[src/rtl/led_pattern_ctrl.sv]
// N-LED pattern generator: key pulses cycle the display mode and the step rate,
// and a programmable step counter advances the pattern at the selected period.
module led_pattern_ctrl #(
   parameter int unsigned LED_W  = 4,
   parameter int unsigned CNT_W  = 32,
   parameter int unsigned TICK_0 = 62_500_000,
   parameter int unsigned TICK_1 = 125_000_000,
   parameter int unsigned TICK_2 = 250_000_000,
   parameter int unsigned TICK_3 = 625_000_000
) (
   input  logic             sysclk,
   input  logic             rst_n,
   input  logic             mode_pulse,
   input  logic             speed_pulse,
   input  logic             pause,
   output logic [LED_W-1:0] led,
   output logic [2:0]       mode,
   output logic [1:0]       speed,
   output logic             step_tick
);

   typedef enum logic [2:0] {
      IDLE   = 3'd0,
      ROT_L  = 3'd1,
      ROT_R  = 3'd2,
      BOUNCE = 3'd3,
      TOGGLE = 3'd4
   } mode_e;

   typedef enum logic {
      DIR_UP = 1'b0,
      DIR_DN = 1'b1
   } dir_e;

   localparam logic [CNT_W-1:0] LAST_0 = CNT_W'(TICK_0 - 1);
   localparam logic [CNT_W-1:0] LAST_1 = CNT_W'(TICK_1 - 1);
   localparam logic [CNT_W-1:0] LAST_2 = CNT_W'(TICK_2 - 1);
   localparam logic [CNT_W-1:0] LAST_3 = CNT_W'(TICK_3 - 1);

   // Toggle seed: every odd-numbered LED lit (4'b1010 for four LEDs)
   function automatic logic [LED_W-1:0] odd_bits();
      logic [LED_W-1:0] m;
      m = '0;
      for (int unsigned i = 1; i < LED_W; i += 2) m[i] = 1'b1;
      return m;
   endfunction

   localparam logic [LED_W-1:0] SEED_ROT_L  = LED_W'(1);
   localparam logic [LED_W-1:0] SEED_ROT_R  = {1'b1, {(LED_W-1){1'b0}}};
   localparam logic [LED_W-1:0] SEED_TOGGLE = odd_bits();

   function automatic logic [CNT_W-1:0] period_last(input logic [1:0] s);
      case (s)
         2'd0:    return LAST_0;
         2'd1:    return LAST_1;
         2'd2:    return LAST_2;
         default: return LAST_3;
      endcase
   endfunction

   mode_e            state_q, state_d;
   dir_e             dir_q, dir_d;
   logic [1:0]       speed_q, speed_d;
   logic [CNT_W-1:0] cnt_q, cnt_d;
   logic [LED_W-1:0] led_q, led_d;
   logic             step_q, step_d;
   logic [LED_W-1:0] shifted;

   // State register
   always_ff @(posedge sysclk or negedge rst_n) begin
      if (!rst_n) begin
         state_q <= IDLE;
         dir_q   <= DIR_UP;
         speed_q <= 2'd0;
         cnt_q   <= '0;
         led_q   <= '0;
         step_q  <= 1'b0;
      end else begin
         state_q <= state_d;
         dir_q   <= dir_d;
         speed_q <= speed_d;
         cnt_q   <= cnt_d;
         led_q   <= led_d;
         step_q  <= step_d;
      end
   end

   // Next-state: pattern step first, then speed and mode pulses override cnt/pattern
   always_comb begin
      state_d = state_q;
      dir_d   = dir_q;
      speed_d = speed_q;
      cnt_d   = cnt_q;
      led_d   = led_q;
      step_d  = 1'b0;
      shifted = '0;

      if (state_q == IDLE) begin
         speed_d = 2'd0;
         cnt_d   = '0;
         led_d   = '0;
         dir_d   = DIR_UP;
         if (mode_pulse) begin
            state_d = ROT_L;
            led_d   = SEED_ROT_L;
         end
      end else begin
         if (!pause) begin
            if (cnt_q == period_last(speed_q)) begin
               cnt_d = '0;
               case (state_q)
                  ROT_L:  led_d = {led_q[LED_W-2:0], led_q[LED_W-1]};
                  ROT_R:  led_d = {led_q[0], led_q[LED_W-1:1]};
                  TOGGLE: led_d = ~led_q;
                  BOUNCE: begin
                     // Direction flips as the lit bit lands on an end, so ends show once
                     if (dir_q == DIR_UP) begin
                        shifted = led_q << 1;
                        if (shifted[LED_W-1]) dir_d = DIR_DN;
                     end else begin
                        shifted = led_q >> 1;
                        if (shifted[0]) dir_d = DIR_UP;
                     end
                     led_d = shifted;
                  end
                  default: led_d = led_q;
               endcase
            end else begin
               cnt_d = cnt_q + CNT_W'(1);
            end
         end

         if (speed_pulse) begin
            speed_d = speed_q + 2'd1;
            cnt_d   = '0;
         end

         if (mode_pulse) begin
            cnt_d = '0;
            dir_d = DIR_UP;
            case (state_q)
               ROT_L: begin
                  state_d = ROT_R;
                  led_d   = SEED_ROT_R;
               end
               ROT_R: begin
                  state_d = BOUNCE;
                  led_d   = SEED_ROT_L;
               end
               BOUNCE: begin
                  state_d = TOGGLE;
                  led_d   = SEED_TOGGLE;
               end
               TOGGLE: begin
                  state_d = ROT_L;
                  led_d   = SEED_ROT_L;
               end
               default: begin
                  state_d = IDLE;
                  led_d   = '0;
               end
            endcase
         end
      end

      // Registered flag is high exactly during the cycle in which cnt sits at P-1
      step_d = (state_d != IDLE) && !pause && (cnt_d == period_last(speed_d));
   end

   assign led       = led_q;
   assign mode      = state_q;
   assign speed     = speed_q;
   assign step_tick = step_q;

endmodule
[config.mk]
export PLATFORM = sky130hd
export DESIGN_NAME = led_pattern_ctrl
export DESIGN_NICKNAME = d
export VERILOG_FILES = /design/src/rtl/led_pattern_ctrl.sv
export SDC_FILE = /design/constraint.sdc
export NUM_CORES = 1
export LEC_CHECK = 0
export CAP_MARGIN = 0
export CORE_MARGIN = 2
export CORE_UTILIZATION = 40
export DETAILED_ROUTE_END_ITERATION = 8
export GPL_TIMING_DRIVEN = 0
export RECOVER_POWER = 50
export SYNTH_ARGS = -nofsm -noshare
export SYNTH_HDL_FRONTEND = slang
export SYNTH_SLANG_ARGS = --single-unit
[constraint.sdc]
create_clock -name sysclk -period 3.18 [get_ports sysclk]
set_clock_uncertainty 0.15 [all_clocks]
set_input_delay 0.795 -clock sysclk [delete_from_list [all_inputs] [get_ports sysclk]]
set_output_delay 0.795 -clock sysclk [all_outputs]
set_load 0.02 [all_outputs]
==> metrics.md, run 1 <==
| Metric | Value |
|---|---|
| Hold Buf Count CTS | 0 |
| Total congestion overflow | 0 |
| Worst reg2reg path depth | 10 |
| Max-cap violations | 0 |
| CP Max Fanout | 6 |
| Ys flop type | dfrtp_1 |
| Worst-path clk slew | 0.09 ns |
| Peak Freq | 317 MHz |
| HP Class | reg -> reg |
| CTS tree | done |
| Starting Density | 0.412 |
| Final Non-Filler Cells | 463 |
| Setup crit end kind | flip-flop |
| IO Pins | 15 |
| Slew Viols, Final | 0 |
| Final worst-path cycle share | 0.992 |
| GR Util All Layers | 0.199 |
| YS warnings | 0 |
| Ys async rst share | 1.00 |
| Largest net degree at the start of global routing | 24 |
| Final setup TNS | 0 ns |
| Antenna diode count | 0 |
| WL per Instance | 17.4 um |
| Crit path kind | in -> reg |
| Final Critical Period | 3.15 ns |
| Worst slew margin | 0.134 |
| Clk root buf | clkbuf_8 |
| Hold Path Stages | 3 |
| Unique masters post-synth | 57 |
| Core area | 0.00721 mm2 |
| Pwr/cell area | 558 mW/mm2 |
| Final Hold Violating Endpoints | 0 |
| Residual DRC | 0 |
| Global-route wire length before repair | 12.8 mm |
| Data arrival time of the critical path | 3.24 ns |
| Sequential element share of the synthesized area | 0.362 |
| Area of the die | 0.00813 mm2 |
| Static Leak | 1.42 nW |
| First-pass DRT Iterations | 4 |
| Initial DRC Count | 203 |
| Yosys reg bits | 43 |
| Finished Core Util | 0.482 |
| Setup WS pre-CTS | -0.674 ns |
| Post-synth EDFFs | 0 |
| Peak VDD IR | 0.369 mV |
| Mapped cell area | 0.00297 mm2 |
| Mapped Nets | 348 |
| Final setup viols | 0 |
| Hpwl dp | 5.89 mm |
| Via density per instance | 5.62 |
| Fin Hold WS | 0.406 ns |
| Initial antenna violation count | 0 |
| Clk sinks | 43 |
| Number of core rows | 31 |
| Final Routed Wirelength | 8.06 mm |
| Slew @ Worst Pin | 1.30 ns |
| Via count | 2601 |
| Worst setup SP type | input pin |
| Syn-to-layout area delta | 17.2% |
| Antenna-violating nets left | 0 |
| Die height | 90.2 um |
| Mapped Cells | 332 |
| GP Congestion | 0.915 |
| Final #Nets | 379 |
| Cell count after placement | 446 |
| Synthesized area per cell | 8.94 um2 |
| WP data required | 3.26 ns |
| Num CTS Buffers | 5 |
| Share of cells above drive strength 1 | 0.135 |
| Vias in the first global route | 2549 |
| Fillers | 729 |
| Insertion delay to the later sink of the worst-skew pair | 0.30 ns |
| Maximum root-to-sink buffer count | 2 |
| Status | finished, final reports clean |
| Buffers on Ports | 14 |
| Most frequent cells in the layout | nor2_1, dfrtp_1, xor2_1 |
| H-tree level count | 2 |
| Final worst slack | 0.0268 ns |
| Die X | 90.2 um |
| Commonest non-fill, non-tap cell in the layout | nor2_1 |
## Yosys cell counts (3+ instances only)
| cell type | number | area (um2) |
|---|---|---|
| nand4_1 | 15 | 93.8 |
| xor2_1 | 25 | 219 |
| nor2_1 | 43 | 161 |
| xnor2_1 | 15 | 131 |
| and4_1 | 3 | 26.3 |
| inv_1 | 14 | 52.6 |
| nor4_1 | 8 | 50.1 |
| nand3b_1 | 5 | 37.5 |
| and3_1 | 6 | 37.5 |
| and4b_1 | 3 | 30.0 |
| o22ai_1 | 5 | 31.3 |
| nor2b_1 | 6 | 37.5 |
| dfrtp_1 | 43 | 1080 |
| ha_1 | 11 | 138 |
| a211oi_1 | 4 | 30.0 |
| o2111ai_1 | 3 | 26.3 |
| nand2_1 | 16 | 60.1 |
| nor3b_1 | 5 | 37.5 |
| and3b_1 | 3 | 26.3 |
| mux2i_1 | 4 | 40.0 |
| nor3_1 | 8 | 40.0 |
| clkbuf_1 | 8 | 30.0 |
| or2_2 | 5 | 31.3 |
| nand3_1 | 12 | 60.1 |
| and2_1 | 4 | 25.0 |
| a21oi_1 | 7 | 35.0 |
| o21ai_0 | 9 | 45.0 |
| nand2b_1 | 4 | 25.0 |
## where the power goes
part           internal (mW)  leakage [nW]  switching [mW]
Clock                  0.155        0.0422           0.191
Sequential             0.600         0.587          0.0625
Combinational          0.385         0.794           0.548
Total                   1.14          1.42           0.801
## worst max-delay path, stage by stage
cell and delay (ns):
clkdlybuf4s50_1 0.57, mux2i_1 0.09, or2_2 0.32, ha_1 0.27
or3_1 0.38, a22oi_1 0.18, o21ai_0 0.12, nor4_1 0.25
and4_1 0.26
## through the flow
stage | total power, mW | area (um2)
detailed placement | 1.54 | 3250
CTS | 1.92 | 3400
global route | 2.07 | 3480
floorplan | 1.24 | 2970
global placement | 1.53 | 3230
finish | 1.94 | 3480
## flip-flops by register name, indices dropped and copies added, names as in the netlist
register   flops
cnt_q         32
led            4
speed          2
dir_q          1
mode           3
step_tick      1
## final cells by class
cell class | count | area [um2] | area share
Clock inverter | 1 | 5.00 | 0.00144
Buffer | 10 | 48.8 | 0.0140
Timing Repair Buffer | 24 | 208 | 0.0597
Sequential cell | 43 | 1080 | 0.310
Tap cell | 99 | 124 | 0.0356
Inverter | 14 | 52.6 | 0.0151
Clock buffer | 7 | 76.3 | 0.0219
Multi-Input combinational cell | 265 | 1890 | 0.542
## cells by family (layout without fill, tap and decap cells)
logic type	Yosys count	after routing	synth area share
AOI/OAI and AO/OA	48	48	0.116
xor gates and xnor gates	40	40	0.118
adders and majority gates	11	11	0.0464
buffers and inverters	24	56	0.0333
DFF	43	43	0.362
muxes	6	6	0.0211
and+or+nand+nor	160	160	0.303
## worst paths after layout
kind | slack [ns] | endpoint | startpoint
min in group asynchronous | 0.53 | cnt_q[15]$_DFF_PN0_ | rst_n
max in group asynchronous | 0.50 | speed[1]$_DFF_PN0_ | rst_n
worst min register to register | 0.41 | dir_q$_DFFE_PN0P_ | dir_q$_DFFE_PN0P_
worst max-delay path | 0.03 | step_tick$_DFF_PN0_ | speed_pulse
worst max register to register | 0.09 | step_tick$_DFF_PN0_ | speed[0]$_DFF_PN0_
worst min-delay path | 0.41 | dir_q$_DFFE_PN0P_ | dir_q$_DFFE_PN0P_
## per-layer routing
layer / wire, um / up-vias / GRT usage
li1: - / 1254 / -
met1: 3820 / 1280 / 0.260
met2: 3840 / 51 / 0.338
met3: 258 / 16 / 0.0319
met4: 143 / 0 / 0.0577
met5: 0 / - / 0
## timing repair
action                     in CTS  in global routing
setup endpoints to repair      23                  2
resized for setup              11                 14
setup buffers                   5                  4
pin swaps                       2                  5
(Power assumes the default switching activity.)
==> inputs of run 2 (changes only) <==
Settings changed: SLEW_MARGIN set to 10.
==> results of run 2 <==
The final DEF is identical to that of run 1; final timing and power are the same.
==> inputs of run 3 (changes only) <==
Settings changed: SKIP_LAST_GASP set to 1.
==> results of run 3 <==
The final DEF is identical to that of run 1; final timing and power are the same.
